==> config.mk <==
export PLATFORM = sky130hd
export DESIGN_NAME = ps2_scan_code_rx
export DESIGN_NICKNAME = d
export VERILOG_FILES = /design/src/rtl/ps2_pkg.sv /design/src/rtl/ps2_frame_rx.sv /design/src/rtl/ps2_scan_code_rx.sv
export SDC_FILE = /design/constraint.sdc
export NUM_CORES = 1
export LEC_CHECK = 0
export CORE_MARGIN = 3
export CORE_UTILIZATION = 30
export CTS_BUF_LIST = sky130_fd_sc_hd__clkbuf_4
export DETAILED_ROUTE_END_ITERATION = 10
export REMOVE_ABC_BUFFERS = 1
export SETUP_SLACK_MARGIN = 0.3
export SKIP_CTS_REPAIR_TIMING = 1
export SLEW_MARGIN = 40
export SYNTH_ARGS = -nofsm -noshare
export SYNTH_HDL_FRONTEND = slang
export SYNTH_HIERARCHICAL = 1
export SYNTH_SLANG_ARGS = --single-unit
==> constraint.sdc <==
create_clock -name CLOCK_50 -period 2.5 [get_ports CLOCK_50]
set_input_delay 0.5 -clock CLOCK_50 [delete_from_list [all_inputs] [get_ports CLOCK_50]]
set_output_delay 0.5 -clock CLOCK_50 [all_outputs]
set_load 0.005 [all_outputs]
==> src/rtl/ps2_pkg.sv <==
// ps2_pkg: shared constants, prefix-FSM state type and helpers for the
// PS/2 scan-code receiver (ps2_frame_rx, ps2_scan_code_rx).
package ps2_pkg;

  localparam logic [7:0] PS2_BREAK  = 8'hF0;
  localparam logic [7:0] PS2_EXT    = 8'hE0;
  localparam logic [7:0] PS2_PAUSE  = 8'hE1;
  localparam logic [7:0] PS2_BAT_OK = 8'hAA;
  localparam logic [7:0] PS2_ACK    = 8'hFA;
  localparam logic [7:0] PS2_RESEND = 8'hFE;
  localparam logic [7:0] PS2_ECHO   = 8'hEE;

  // start + 8 data + parity + stop
  localparam int FRAME_BITS = 11;

  typedef enum logic [1:0] {
    PFX_IDLE    = 2'd0,
    PFX_BRK     = 2'd1,
    PFX_EXT     = 2'd2,
    PFX_EXT_BRK = 2'd3
  } pfx_state_e;

  // Bytes with no key meaning when no prefix is pending: keyboard status
  // replies, error/overrun codes, and the pause sequence lead-in.
  function automatic logic is_idle_discard(input logic [7:0] b);
    return (b == PS2_BAT_OK) || (b == PS2_ACK) || (b == PS2_RESEND) ||
           (b == PS2_ECHO) || (b == 8'h00) || (b == 8'hFF) ||
           (b == PS2_PAUSE);
  endfunction

endpackage

==> src/rtl/ps2_frame_rx.sv <==
// ps2_frame_rx: PS/2 device-to-host frame deserialiser.
// Synchronises PS2_CLK/PS2_DAT, detects falling clock edges, shifts in an
// 11-bit frame (start, D0..D7, odd parity, stop) and checks it. A frame left
// incomplete for TIMEOUT_CYCLES system clocks is abandoned.
// Ports:
//   clk_i       system clock
//   rst_ni      synchronous reset, active-low
//   ps2_clk_i   raw keyboard clock (asynchronous)
//   ps2_dat_i   raw keyboard data (asynchronous)
//   byte_o      received data byte, valid while byte_ok_o is high
//   byte_ok_o   one-cycle pulse: good frame in the stop-bit event cycle
//   byte_err_o  one-cycle pulse: parity/stop failure or timeout
module ps2_frame_rx
  import ps2_pkg::*;
#(
  parameter int SYNC_STAGES    = 2,
  parameter int TIMEOUT_CYCLES = 50000
) (
  input  logic       clk_i,
  input  logic       rst_ni,
  input  logic       ps2_clk_i,
  input  logic       ps2_dat_i,
  output logic [7:0] byte_o,
  output logic       byte_ok_o,
  output logic       byte_err_o
);

  localparam int CNT_W = $clog2(FRAME_BITS);
  localparam int TO_W  = $clog2(TIMEOUT_CYCLES);

  localparam logic [CNT_W-1:0] CNT_IDLE      = CNT_W'(0);
  localparam logic [CNT_W-1:0] CNT_LAST_DATA = CNT_W'(8);
  localparam logic [CNT_W-1:0] CNT_PARITY    = CNT_W'(9);
  localparam logic [CNT_W-1:0] CNT_STOP      = CNT_W'(10);
  localparam logic [TO_W-1:0]  TO_LAST       = TO_W'(TIMEOUT_CYCLES - 1);

  logic [SYNC_STAGES-1:0] clk_sync_q, dat_sync_q;
  logic                   clk_prev_q;
  logic [CNT_W-1:0]       bit_cnt_q, bit_cnt_d;
  logic [7:0]             shift_q, shift_d;
  logic                   parity_q, parity_d;
  logic [TO_W-1:0]        to_cnt_q, to_cnt_d;

  logic clk_s, dat_s, fall;

  assign clk_s = clk_sync_q[SYNC_STAGES-1];
  assign dat_s = dat_sync_q[SYNC_STAGES-1];
  assign fall  = clk_prev_q & ~clk_s;

  // Synchronisers preset to the idle-high line level so reset itself never
  // looks like a clock edge while the keyboard is idle.
  always_ff @(posedge clk_i) begin
    if (!rst_ni) begin
      clk_sync_q <= '1;
      dat_sync_q <= '1;
      clk_prev_q <= 1'b1;
    end else begin
      clk_sync_q <= {clk_sync_q[SYNC_STAGES-2:0], ps2_clk_i};
      dat_sync_q <= {dat_sync_q[SYNC_STAGES-2:0], ps2_dat_i};
      clk_prev_q <= clk_s;
    end
  end

  // bit_cnt_q: 0 = idle waiting for start, 1..8 = expecting D0..D7,
  // 9 = expecting parity, 10 = expecting stop.
  always_comb begin
    bit_cnt_d  = bit_cnt_q;
    shift_d    = shift_q;
    parity_d   = parity_q;
    to_cnt_d   = to_cnt_q;
    byte_ok_o  = 1'b0;
    byte_err_o = 1'b0;
    if (fall) begin
      to_cnt_d = '0;
      if (bit_cnt_q == CNT_IDLE) begin
        // A start bit read as 1 is treated as noise.
        if (!dat_s) bit_cnt_d = CNT_W'(1);
      end else if (bit_cnt_q <= CNT_LAST_DATA) begin
        shift_d   = {dat_s, shift_q[7:1]};
        bit_cnt_d = bit_cnt_q + CNT_W'(1);
      end else if (bit_cnt_q == CNT_PARITY) begin
        parity_d  = dat_s;
        bit_cnt_d = CNT_STOP;
      end else begin
        bit_cnt_d = CNT_IDLE;
        // Odd parity: data plus parity bit must hold an odd number of ones.
        if (dat_s && (^{shift_q, parity_q})) byte_ok_o  = 1'b1;
        else                                 byte_err_o = 1'b1;
      end
    end else if (bit_cnt_q != CNT_IDLE) begin
      if (to_cnt_q == TO_LAST) begin
        byte_err_o = 1'b1;
        bit_cnt_d  = CNT_IDLE;
        to_cnt_d   = '0;
      end else begin
        to_cnt_d = to_cnt_q + TO_W'(1);
      end
    end
  end

  always_ff @(posedge clk_i) begin
    if (!rst_ni) begin
      bit_cnt_q <= CNT_IDLE;
      shift_q   <= '0;
      parity_q  <= 1'b0;
      to_cnt_q  <= '0;
    end else begin
      bit_cnt_q <= bit_cnt_d;
      shift_q   <= shift_d;
      parity_q  <= parity_d;
      to_cnt_q  <= to_cnt_d;
    end
  end

  assign byte_o = shift_q;

endmodule

==> src/rtl/ps2_scan_code_rx.sv <==
// ps2_scan_code_rx: PS/2 keyboard receiver front end for the digit decoder.
// Deserialises frames (ps2_frame_rx), strips break (F0) and extended (E0)
// prefixes, and presents each key-press make code as a held byte.
// Ports:
//   CLOCK_50       system clock, rising edge
//   resetn         synchronous reset, active-low
//   PS2_CLK        keyboard clock, asynchronous, idle high (input only)
//   PS2_DAT        keyboard data, asynchronous, idle high (input only)
//   make_code      last accepted make code, held until the next make
//   make_valid     one-cycle pulse when make_code is updated
//   make_extended  1 when the current make_code was E0-prefixed
//   key_released   one-cycle pulse when a break sequence completes
//   frame_error    one-cycle pulse on parity, stop-bit or timeout failure
module ps2_scan_code_rx
  import ps2_pkg::*;
#(
  parameter int SYNC_STAGES    = 2,
  parameter int TIMEOUT_CYCLES = 50000
) (
  input  logic       CLOCK_50,
  input  logic       resetn,
  input  logic       PS2_CLK,
  input  logic       PS2_DAT,
  output logic [7:0] make_code,
  output logic       make_valid,
  output logic       make_extended,
  output logic       key_released,
  output logic       frame_error
);

  logic [7:0] rx_byte;
  logic       rx_ok, rx_err;

  ps2_frame_rx #(
    .SYNC_STAGES   (SYNC_STAGES),
    .TIMEOUT_CYCLES(TIMEOUT_CYCLES)
  ) u_frame_rx (
    .clk_i     (CLOCK_50),
    .rst_ni    (resetn),
    .ps2_clk_i (PS2_CLK),
    .ps2_dat_i (PS2_DAT),
    .byte_o    (rx_byte),
    .byte_ok_o (rx_ok),
    .byte_err_o(rx_err)
  );

  pfx_state_e state_q, state_d;
  logic [7:0] make_code_q, make_code_d;
  logic       make_ext_q, make_ext_d;
  logic       make_valid_q, make_valid_d;
  logic       key_rel_q, key_rel_d;
  logic       frame_err_q, frame_err_d;

  // Prefix FSM advances only on good bytes; a bad frame leaves it untouched.
  always_comb begin
    state_d      = state_q;
    make_code_d  = make_code_q;
    make_ext_d   = make_ext_q;
    make_valid_d = 1'b0;
    key_rel_d    = 1'b0;
    frame_err_d  = rx_err;
    if (rx_ok) begin
      case (state_q)
        PFX_IDLE: begin
          if (rx_byte == PS2_BREAK) begin
            state_d = PFX_BRK;
          end else if (rx_byte == PS2_EXT) begin
            state_d = PFX_EXT;
          end else if (!is_idle_discard(rx_byte)) begin
            make_code_d  = rx_byte;
            make_ext_d   = 1'b0;
            make_valid_d = 1'b1;
          end
        end
        PFX_EXT: begin
          if (rx_byte == PS2_BREAK) begin
            state_d = PFX_EXT_BRK;
          end else if (rx_byte != PS2_EXT) begin
            make_code_d  = rx_byte;
            make_ext_d   = 1'b1;
            make_valid_d = 1'b1;
            state_d      = PFX_IDLE;
          end
        end
        PFX_BRK, PFX_EXT_BRK: begin
          key_rel_d = 1'b1;
          state_d   = PFX_IDLE;
        end
        default: state_d = PFX_IDLE;
      endcase
    end
  end

  always_ff @(posedge CLOCK_50) begin
    if (!resetn) begin
      state_q      <= PFX_IDLE;
      make_code_q  <= 8'h00;
      make_ext_q   <= 1'b0;
      make_valid_q <= 1'b0;
      key_rel_q    <= 1'b0;
      frame_err_q  <= 1'b0;
    end else begin
      state_q      <= state_d;
      make_code_q  <= make_code_d;
      make_ext_q   <= make_ext_d;
      make_valid_q <= make_valid_d;
      key_rel_q    <= key_rel_d;
      frame_err_q  <= frame_err_d;
    end
  end

  assign make_code     = make_code_q;
  assign make_extended = make_ext_q;
  assign make_valid    = make_valid_q;
  assign key_released  = key_rel_q;
  assign frame_error   = frame_err_q;

endmodule

# ---- Word level (Yosys, flattened, before mapping)
# Index checks and enable logic that the tools add are counted.
dict set report classes {
  n_reduce_logical 23
  n_bitwise 5
  magnitude_cmp 1
  n_mux 44
  add_sub_neg 2
  eq_ne 22
}
# op count
set ops {}
lappend ops {{$eq A8 B8 Y1 const B} 8}
lappend ops {{$mux W8} 5}
lappend ops {{$mux W4} 7}
lappend ops {{$mux W1} 23}
lappend ops {{$add A16 B1 Y16 const B} 1}
lappend ops {{$eq A16 B16 Y1 const B} 1}
lappend ops {{$mux W16} 1}
lappend ops {{$pmux W8 S2} 1}
lappend ops {{$ne A2 B2 Y1 const B} 5}
lappend ops {{$ne A3 B3 Y1 const B} 3}
lappend ops {{$reduce_and A3 Y1} 3}
lappend ops {{$reduce_xor A9 Y1} 1}
lappend ops {{$logic_not A8 Y1} 1}
lappend ops {{$mux W2} 4}
lappend ops {{$ne A8 B8 Y1 const B} 1}
lappend ops {{$reduce_and A7 Y1} 1}
lappend ops {{$logic_or A1 B1 Y1} 6}
lappend ops {{$pmux W2 S3} 1}
lappend ops {{$reduce_bool A2 Y1} 3}
lappend ops {{$add A4 B1 Y4 const B} 1}
lappend ops {{$eq A2 B2 Y1 const B} 2}
lappend ops {{$eq A4 B4 Y1 const B} 1}
lappend ops {{$le A4 B4 Y1 const B} 1}
lappend ops {{$logic_not A4 Y1} 1}
lappend ops {{10 further kinds} 15}
dict set report totals {
  inputBits 4
  out_inout_bits 12
  reg_bits 48
  word_cells 110
}

# ---- Longest topological paths before layout
# Gate-level depths: netlist of the first run.
dict set report depth {
  word_depth 11
  mapped_depth 11
  ltp_nobuf 10
}

# ---- Modules after synthesis
# Netlist of the first run, hierarchy kept.
# module instances seq_area_each_um2 area_each_um2 cells_per_inst
set modules_own_cells {}
lappend modules_own_cells {ps2_frame_rx 1 680.7 1684.1 175}
lappend modules_own_cells {ps2_scan_code_rx 1 280.3 626.9 71}

# ---- Least setup slack after synthesis of the first run
# Ideal clock, no wire load.
dict set report synth_timing {
  path_type {register to register}
  from {reg u_frame_rx.shift_q[1] (netlist: u_frame_rx/byte_o[1])}
  to {reg make_code_q[4] (netlist: make_code[4])}
  setup_slack_ps 121
  required_ps 2428
  synth_period_minus_slack_ps 2379
  stages_incl_launch_ff 11
  arrival_time_ps 2308
  path_buffers 1
  setup_ps 72
  path_cell_list {dfxtp_1 -> xor2_1 -> xnor3_1 -> xnor2_1 -> nand2_1 -> nor2_1 -> nor2b_1 -> nand2_1 -> nor4_1 -> buf_6 -> mux2i_1}
}
dict set report synth_via {
  elab_cells_between_ends 29
  classes_between {eq/ne (14); mux (5); reduce/logical (10)}
}
# element line
set synth_lines {}
lappend synth_lines {{start: declaration} ps2_frame_rx.sv:40} ;# logic [7:0] shift_q, shift_d;
lappend synth_lines {{start signal: assignment} ps2_frame_rx.sv:109} ;# shift_q <= shift_d;
lappend synth_lines {{$reduce_xor A9 Y1} ps2_frame_rx.sv:87} ;# if (dat_s && (^{shift_q, parity_q})) byte_ok_o = 1'b1;
lappend synth_lines {{$logic_and A1 B1 Y1} ps2_frame_rx.sv:87}
lappend synth_lines {{$mux W1} ps2_frame_rx.sv:87}
lappend synth_lines {{$mux W1} ps2_frame_rx.sv:81} ;# end else if (bit_cnt_q == CNT_PARITY) begin
lappend synth_lines {{$mux W1} ps2_frame_rx.sv:78} ;# end else if (bit_cnt_q <= CNT_LAST_DATA) begin
lappend synth_lines {{$mux W1} ps2_frame_rx.sv:75} ;# if (bit_cnt_q == CNT_IDLE) begin
lappend synth_lines {{$mux W1} ps2_frame_rx.sv:73} ;# if (fall) begin
lappend synth_lines {{named net rx_ok} ps2_scan_code_rx.sv:32} ;# logic rx_ok, rx_err;
lappend synth_lines {{$reduce_and A7 Y1 (no line)} -}
lappend synth_lines {{end signal: assignment} ps2_scan_code_rx.sv:104} ;# make_code_q <= make_code_d;
lappend synth_lines {{end: declaration} ps2_scan_code_rx.sv:48} ;# logic [7:0] make_code_q, make_code_d;
# The timed path passes the listed nets, and every way through them passes these cells.
# A chain may end at the register's enable or synchronous reset.

# ---- Worst setup path after layout of the first run
dict set report layout_timing {
  from {reg u_frame_rx.shift_q[2] (netlist: u_frame_rx/byte_o[2])}
  to {reg make_code_q[0] (netlist: make_code[0])}
}
# The elaborated chain is that of the path after synthesis.

==> reports/qor.csv, run 1 <==
metric;value;unit
first-pass GRT wire length;7490;um
initial antenna violation count;0;
CTS Buffer Depth;2;
Async SR Flop Fraction;0;%
GRT Max-Usage Layer;met2;
final hold vios;0;
Via Count;1710;
GR Util met1;14.2;%
CP arrival;2.51;ns
Synth cell types;47;
Final ANT Viol Nets;0;
leakage power;1.01;nW
I/O Buffers;15;
Root Driver;clkbuf_4;
worst slew pin tran;0.486;ns
vias per inst;4.61;
Area after DPL;2600;um^2
Starting DRT DRC Count;67;
final period utilization;88.1;%
Syn Std Cell Area;2310;um^2
Fmax;454;MHz
CP bufs+invs;1;
final core occ;37.3;%
slowest stage cell, crit path;xnor3_1;
gpl congestion;0.772;
Overflow after GRT;0;
Crit. End Element;flop;
clock transition at the registers of the reported paths;0.15;ns
CTS Sinks;48;
CP Depth;10;
CTS buffer count;5;
Final Instance Area;2750;um^2
Slew HR;67.2;%
Worst Skew;0.0171;ns
Layout area overhead;18.8;%
row count;31;
pre-CTS setup slack;0.107;ns
die height;93.8;um
n_diodes;0;
Final Max Tran Viols;0;
routed len/inst;11.6;um
setup ws final;0.298;ns
YS warnings;6;
Mean Syn Cell Area;9.39;um^2
Detailed Place HPWL;3080;um
Routed WL;4320;um
Critical Path Source;u_frame_rx/byte_o[2];
DRT Pass-1 Iters;4;
Core Box Area;7370;um^2
flop2flop setup slack;0.30;ns
synthesis-stage register bit count;48;
layout cells sized above 1;16.2;%
Post-synth EDFFs;0;
cell repeated most along the worst path;xnor2_2;
maxcap violations;0;
RR Endpoint;make_code[0];
met3 Resource Use GR;2.80;%
FILL cells;763;
startpoint class of the critical path;flop;
Crit Path Max Fanout;5;
clk_lat worst skew;0.36;ns
vias in the first global route;1603;
# H-tree levels;2;
Initial Util;31.4;%
largest net degree at the start of global routing;23;
VDD IR-drop max;0.194;mV
cells along the critical path;xnor2_2 -> xnor3_1 -> xnor2_2 -> nand2_1 -> nor2_2 -> nor2b_4 -> nand2_2 -> nor4_4 -> buf_4 -> mux2i_1;
Setup crit end;make_code[0];
min Tclk post-route;2.20;ns
CP max stage delay;0.45;ns
Critical Path RT;2.80;ns
M2 GR Usage;16.0;%
Die Width;93.8;um
# setup viols final;0;
RSZ-0062 raised after global routing;yes;
Nets;279;
delay-heaviest family, CP;XOR/XNOR gates;
GRT Util Overall;10.5;%
CTS tree;yes;
Hold WC Path Type;flop to flop;
DRC;0;
Die ar.;8790;um^2
register area share after synthesis;41.6;%
Ports;16;
RR Startpoint;u_frame_rx/byte_o[2];
R2R cell count;10;
Cells after Synth;246;
crit path kind;flop to flop;
main flop type after synthesis;dfxtp_1;
Power Density;460;nW/um^2
status;finished, final reports clean;
through the flow:
stage	TNS [ns]	total power [mW]	std cells	hold WS [ns]
finish	0	1.26	371	0.423
global route	0	1.32	371	0.449
CTS	0	1.30	369	0.431
detailed placement	0	0.824	361	0.393
global placement	0	0.824	361	0.395
floorplan	-8.87	0.803	237	0.386
where the power goes:
group	internal, mW	total, mW	switching [mW]
Sequential	0.768	0.771	0.00251
Clock	0.209	0.459	0.250
Combinational	0.0140	0.0351	0.0210
Total	0.991	1.26	0.274
worst reg2reg max path: stages (launching register included):
cell	delay (ns)
dfxtp_2	0.36
xnor2_2	0.17
xnor3_1	0.45
xnor2_2	0.17
nand2_1	0.08
nor2_2	0.11
nor2b_4	0.16
nand2_2	0.07
nor4_4	0.19
buf_4	0.21
mux2i_1	0.18
flip-flops by register name, indices dropped and copies added (netlist names):
| name | count |
|---|---|
| u_frame_rx/clk_sync_q | 2 |
| make_code | 8 |
| state_q | 2 |
| key_released | 1 |
| u_frame_rx/clk_prev_q | 1 |
| make_valid | 1 |
| u_frame_rx/to_cnt_q | 16 |
| make_extended | 1 |
| u_frame_rx/bit_cnt_q | 4 |
| u_frame_rx/dat_sync_q | 2 |
| u_frame_rx/parity_q | 1 |
| u_frame_rx/byte_o | 8 |
| frame_error | 1 |
kinds of logic after synthesis:
family | count (synthesis) | share of synthesized area (%)
flops | 48 | 41.6
buf+inv | 13 | 3.46
mux | 18 | 7.80
simple gates | 122 | 30.3
fa+ha+maj | 4 | 2.17
compound gates | 18 | 5.36
xor+xnor | 23 | 9.31
worst min-delay path by stage:
| stage | start | end | slack, ns | cells after the start |
|---|---|---|---|---|
| 6_report | u_frame_rx/clk_sync_q[0] | u_frame_rx/clk_sync_q[1] | 0.42 | 1 |
| 2_1_floorplan | u_frame_rx/clk_sync_q[0] | u_frame_rx/clk_sync_q[1] | 0.39 | 1 |
| 4_1_cts | u_frame_rx/dat_sync_q[0] | u_frame_rx/dat_sync_q[1] | 0.43 | 1 |
| 3_3_place_gp | u_frame_rx/clk_sync_q[0] | u_frame_rx/clk_sync_q[1] | 0.39 | 1 |
| 5_1_grt | u_frame_rx/clk_sync_q[0] | u_frame_rx/clk_sync_q[1] | 0.45 | 1 |
| 3_5_place_dp | u_frame_rx/dat_sync_q[0] | u_frame_rx/dat_sync_q[1] | 0.39 | 1 |
routing by layer:
| layer | up-vias | share of wire [%] |
|---|---|---|
| met1 | 798 | 51 |
| met3 | 4 | 3.3 |
| met5 | - | 0 |
| met4 | 0 | 0.88 |
| li1 | 889 | - |
| met2 | 19 | 45 |
cell usage after synthesis, types with 2 or more instances:
cell	instances	area, um^2
o21ai_0	4	20.0
mux2i_1	18	180
buf_6	4	45.0
nor4_1	3	18.8
xor2_1	8	70.1
dfxtp_1	48	961
nor3b_1	2	15.0
and3_1	4	25.0
nand2_1	31	116
nor3_1	5	25.0
xnor2_1	14	123
a21oi_1	5	25.0
or4b_4	2	27.5
clkbuf_1	4	15.0
nor2b_1	13	81.3
ha_1	4	50.1
nand4_1	3	18.8
nor4b_1	2	17.5
inv_1	4	15.0
nand2b_1	9	56.3
nand3_1	10	50.1
and2_1	3	18.8
nor2_1	20	75.1
nor2_2	3	18.8
area by class of cell:
class	instances	area, um^2	area share (%)
Sequential cell	48	968	35.3
Timing Repair Buffer	27	244	8.88
Inverter	4	15.0	0.547
Tap cell	99	124	4.51
Clock buffer	5	37.5	1.37
Clock inverter	3	42.5	1.55
Multi-Input combinational cell	185	1320	47.9
cell usage in the layout (no fill, tap or decap), types with 9 or more instances in the layout:
master	netlist	routed
clkdlybuf4s50_1	0	15
xnor2_1	14	12
nor2_1	20	19
nand3_1	10	10
nand2_1	31	30
dfxtp_1	48	44
nand2b_1	9	9
mux2i_1	18	18
buf_4	0	11
nor2b_1	13	12
No activity file was read; power rests on OpenSTA's default activity.
==> run 2: changes to the inputs <==
Settings changed: CORE_MARGIN 3 to 2.
==> reports/qor.csv, run 2 (synthesis gave the netlist of run 1 again) <==
metric;value;unit;change
flop2flop setup slack;0.31;ns;about the same
Final Max Tran Viols;0;;unchanged
CTS Sinks;48;;unchanged
gpl congestion;0.805;;+4.3%
RR Startpoint;u_frame_rx/byte_o[3];;
leakage power;1.03;nW;+1.3%
Detailed Place HPWL;3010;um;-2.1%
Layout area overhead;20.6;%;
# H-tree levels;2;;unchanged
final core occ;36.6;%;-0.62 points
Critical Path RT;2.78;ns;-0.02 ns
Overflow after GRT;0;;unchanged
most frequent cells in the layout;dfxtp_1 (44), nand2_1 (30), nor2_1 (19);;
Crit. End Element;flop;;
worst slew pin tran;0.510;ns;+0.0248 ns
Initial Util;30.4;%;-0.98 points
final period utilization;87.5;%;-0.57 points
Top reg by flops;u_frame_rx/to_cnt_q;;
DRT Pass-1 Iters;4;;unchanged
DRC;0;;unchanged
maxcap violations;0;;unchanged
Die Width;91.8;um;-2.1%
layout cells sized above 1;17.9;%;+1.7 points
clock transition at the registers of the reported paths;0.16;ns;about the same
pre-CTS setup slack;0.0924;ns;-0.0146 ns
largest net degree at the start of global routing;27;;+17%
CP max stage delay;0.44;ns;about the same
crit path kind;flop to flop;;
Starting DRT DRC Count;89;;+33%
setup ws final;0.312;ns;+0.0142 ns
Via Count;1717;;+0.41%
row count;32;;+3.2%
Slew HR;65.5;%;-1.7 points
CTS Buffer Depth;2;;unchanged
dpl cells;366;;+1.4%
first-pass GRT wire length;7580;um;+1.3%
WHS;0.423;ns;-0.000452 ns
vias per inst;4.57;;-0.93%
Ports;16;;unchanged
die height;91.8;um;-2.1%
Worst Skew;0.0256;ns;+0.00849 ns
Routed WL;4340;um;+0.44%
VDD IR-drop max;0.193;mV;-0.43%
Hold WC Path Type;flop to flop;;
Root Driver;clkbuf_4;;
leading cell type in the layout, fill and taps excluded;dfxtp_1;;
startpoint class of the critical path;flop;;
status;finished, final reports clean;;
Critical Path Source;u_frame_rx/byte_o[3];;
initial antenna violation count;0;;unchanged
Final ANT Viol Nets;0;;unchanged
cell repeated most along the worst path;xnor2_2;;
R2R cell count;10;;unchanged
Final TNS setup;0;ns;unchanged
FILL cells;791;;+3.7%
CP arrival;2.47;ns;-0.04 ns
n_diodes;0;;unchanged
vias in the first global route;1649;;+2.9%
GRT Util Overall;11.0;%;+0.53 points
Setup crit end;make_extended;;
I/O Buffers;15;;unchanged
cells along the critical path;xnor2_2 -> xnor3_1 -> xnor2_2 -> nand2_1 -> nor2_2 -> nor2b_4 -> nand2_2 -> nor4_4 -> buf_6 -> mux2i_1;;
RR Endpoint;make_extended;;
Die ar.;8420;um^2;-4.2%
Fmax;457;MHz;+0.65%
slowest stage cell, crit path;xnor3_1;;
non-filler instance count after layout;376;;+1.3%
clk_lat worst skew;0.36;ns;about the same
max reg flops;16;;unchanged
min Tclk post-route;2.19;ns;-0.0142 ns
Crit Path Max Fanout;5;;unchanged
worst hold path cell count;1;;unchanged
RSZ-0062 raised after global routing;yes;;
Nets;281;;+0.72%
CTS tree;yes;;
# setup viols final;0;;unchanged
Power Density;453;nW/um^2;-1.7%
final hold vios;0;;unchanged
CTS buffer count;5;;unchanged
Core Box Area;7610;um^2;+3.2%
routed len/inst;11.5;um;-0.90%
[run 2: cell count changes in the layout (fill, tap and decap cells not counted), sizes merged]
| cell | before | now |
|---|---|---|
| buf | 12 | 14 |
[run 2: critical path, delay by kind of cell (launching register included)]
family	cells	cell delay, ns
flip-flops	1	0.37
AND/OR/NAND/NOR	5	0.64
XOR/XNOR	3	0.74
multiplexers	1	0.17
buffers and inverters	1	0.18
[run 2: final cells by class]
type,instances,area [um^2],area share (%)
clock buffer,5,37.5,1.35
timing repair buffer,29,263,9.43
multi-input combinational,185,1330,47.8
sequential,48,968,34.7
tap,102,128,4.58
clock inverter,3,42.5,1.53
inverter,4,15.0,0.539
[run 2: per-layer routing]
layer | part of all wire, % | track usage, %
met4 | 1.5 | 4.73
met1 | 51 | 15.2
met5 | 0 | 0
met2 | 45 | 16.4
met3 | 2.7 | 2.47
[run 2: metrics by stage]
stage | cell area [um^2] | power (mW)
6_report | 2790 | 1.26
2_1_floorplan | 2250 | 0.803
4_1_cts | 2700 | 1.29
5_1_grt | 2790 | 1.32
3_3_place_gp | 2620 | 0.824
3_5_place_dp | 2620 | 0.824
[run 2: worst min path at each step]
stage | start | end | slack [ns]
after floorplan | u_frame_rx/clk_sync_q[0] | u_frame_rx/clk_sync_q[1] | 0.39
after global placement | u_frame_rx/dat_sync_q[0] | u_frame_rx/dat_sync_q[1] | 0.39
after detailed placement | u_frame_rx/dat_sync_q[0] | u_frame_rx/dat_sync_q[1] | 0.40
after CTS | u_frame_rx/dat_sync_q[0] | u_frame_rx/dat_sync_q[1] | 0.43
after global routing | u_frame_rx/clk_sync_q[0] | u_frame_rx/clk_sync_q[1] | 0.46
final | u_frame_rx/dat_sync_q[0] | u_frame_rx/dat_sync_q[1] | 0.42
[run 2: report_power, final]
group	internal (mW)	leakage (nW)	switching (mW)
Sequential	0.768	0.390	0.00237
Combinational	0.0141	0.596	0.0212
Clock	0.209	0.0412	0.247
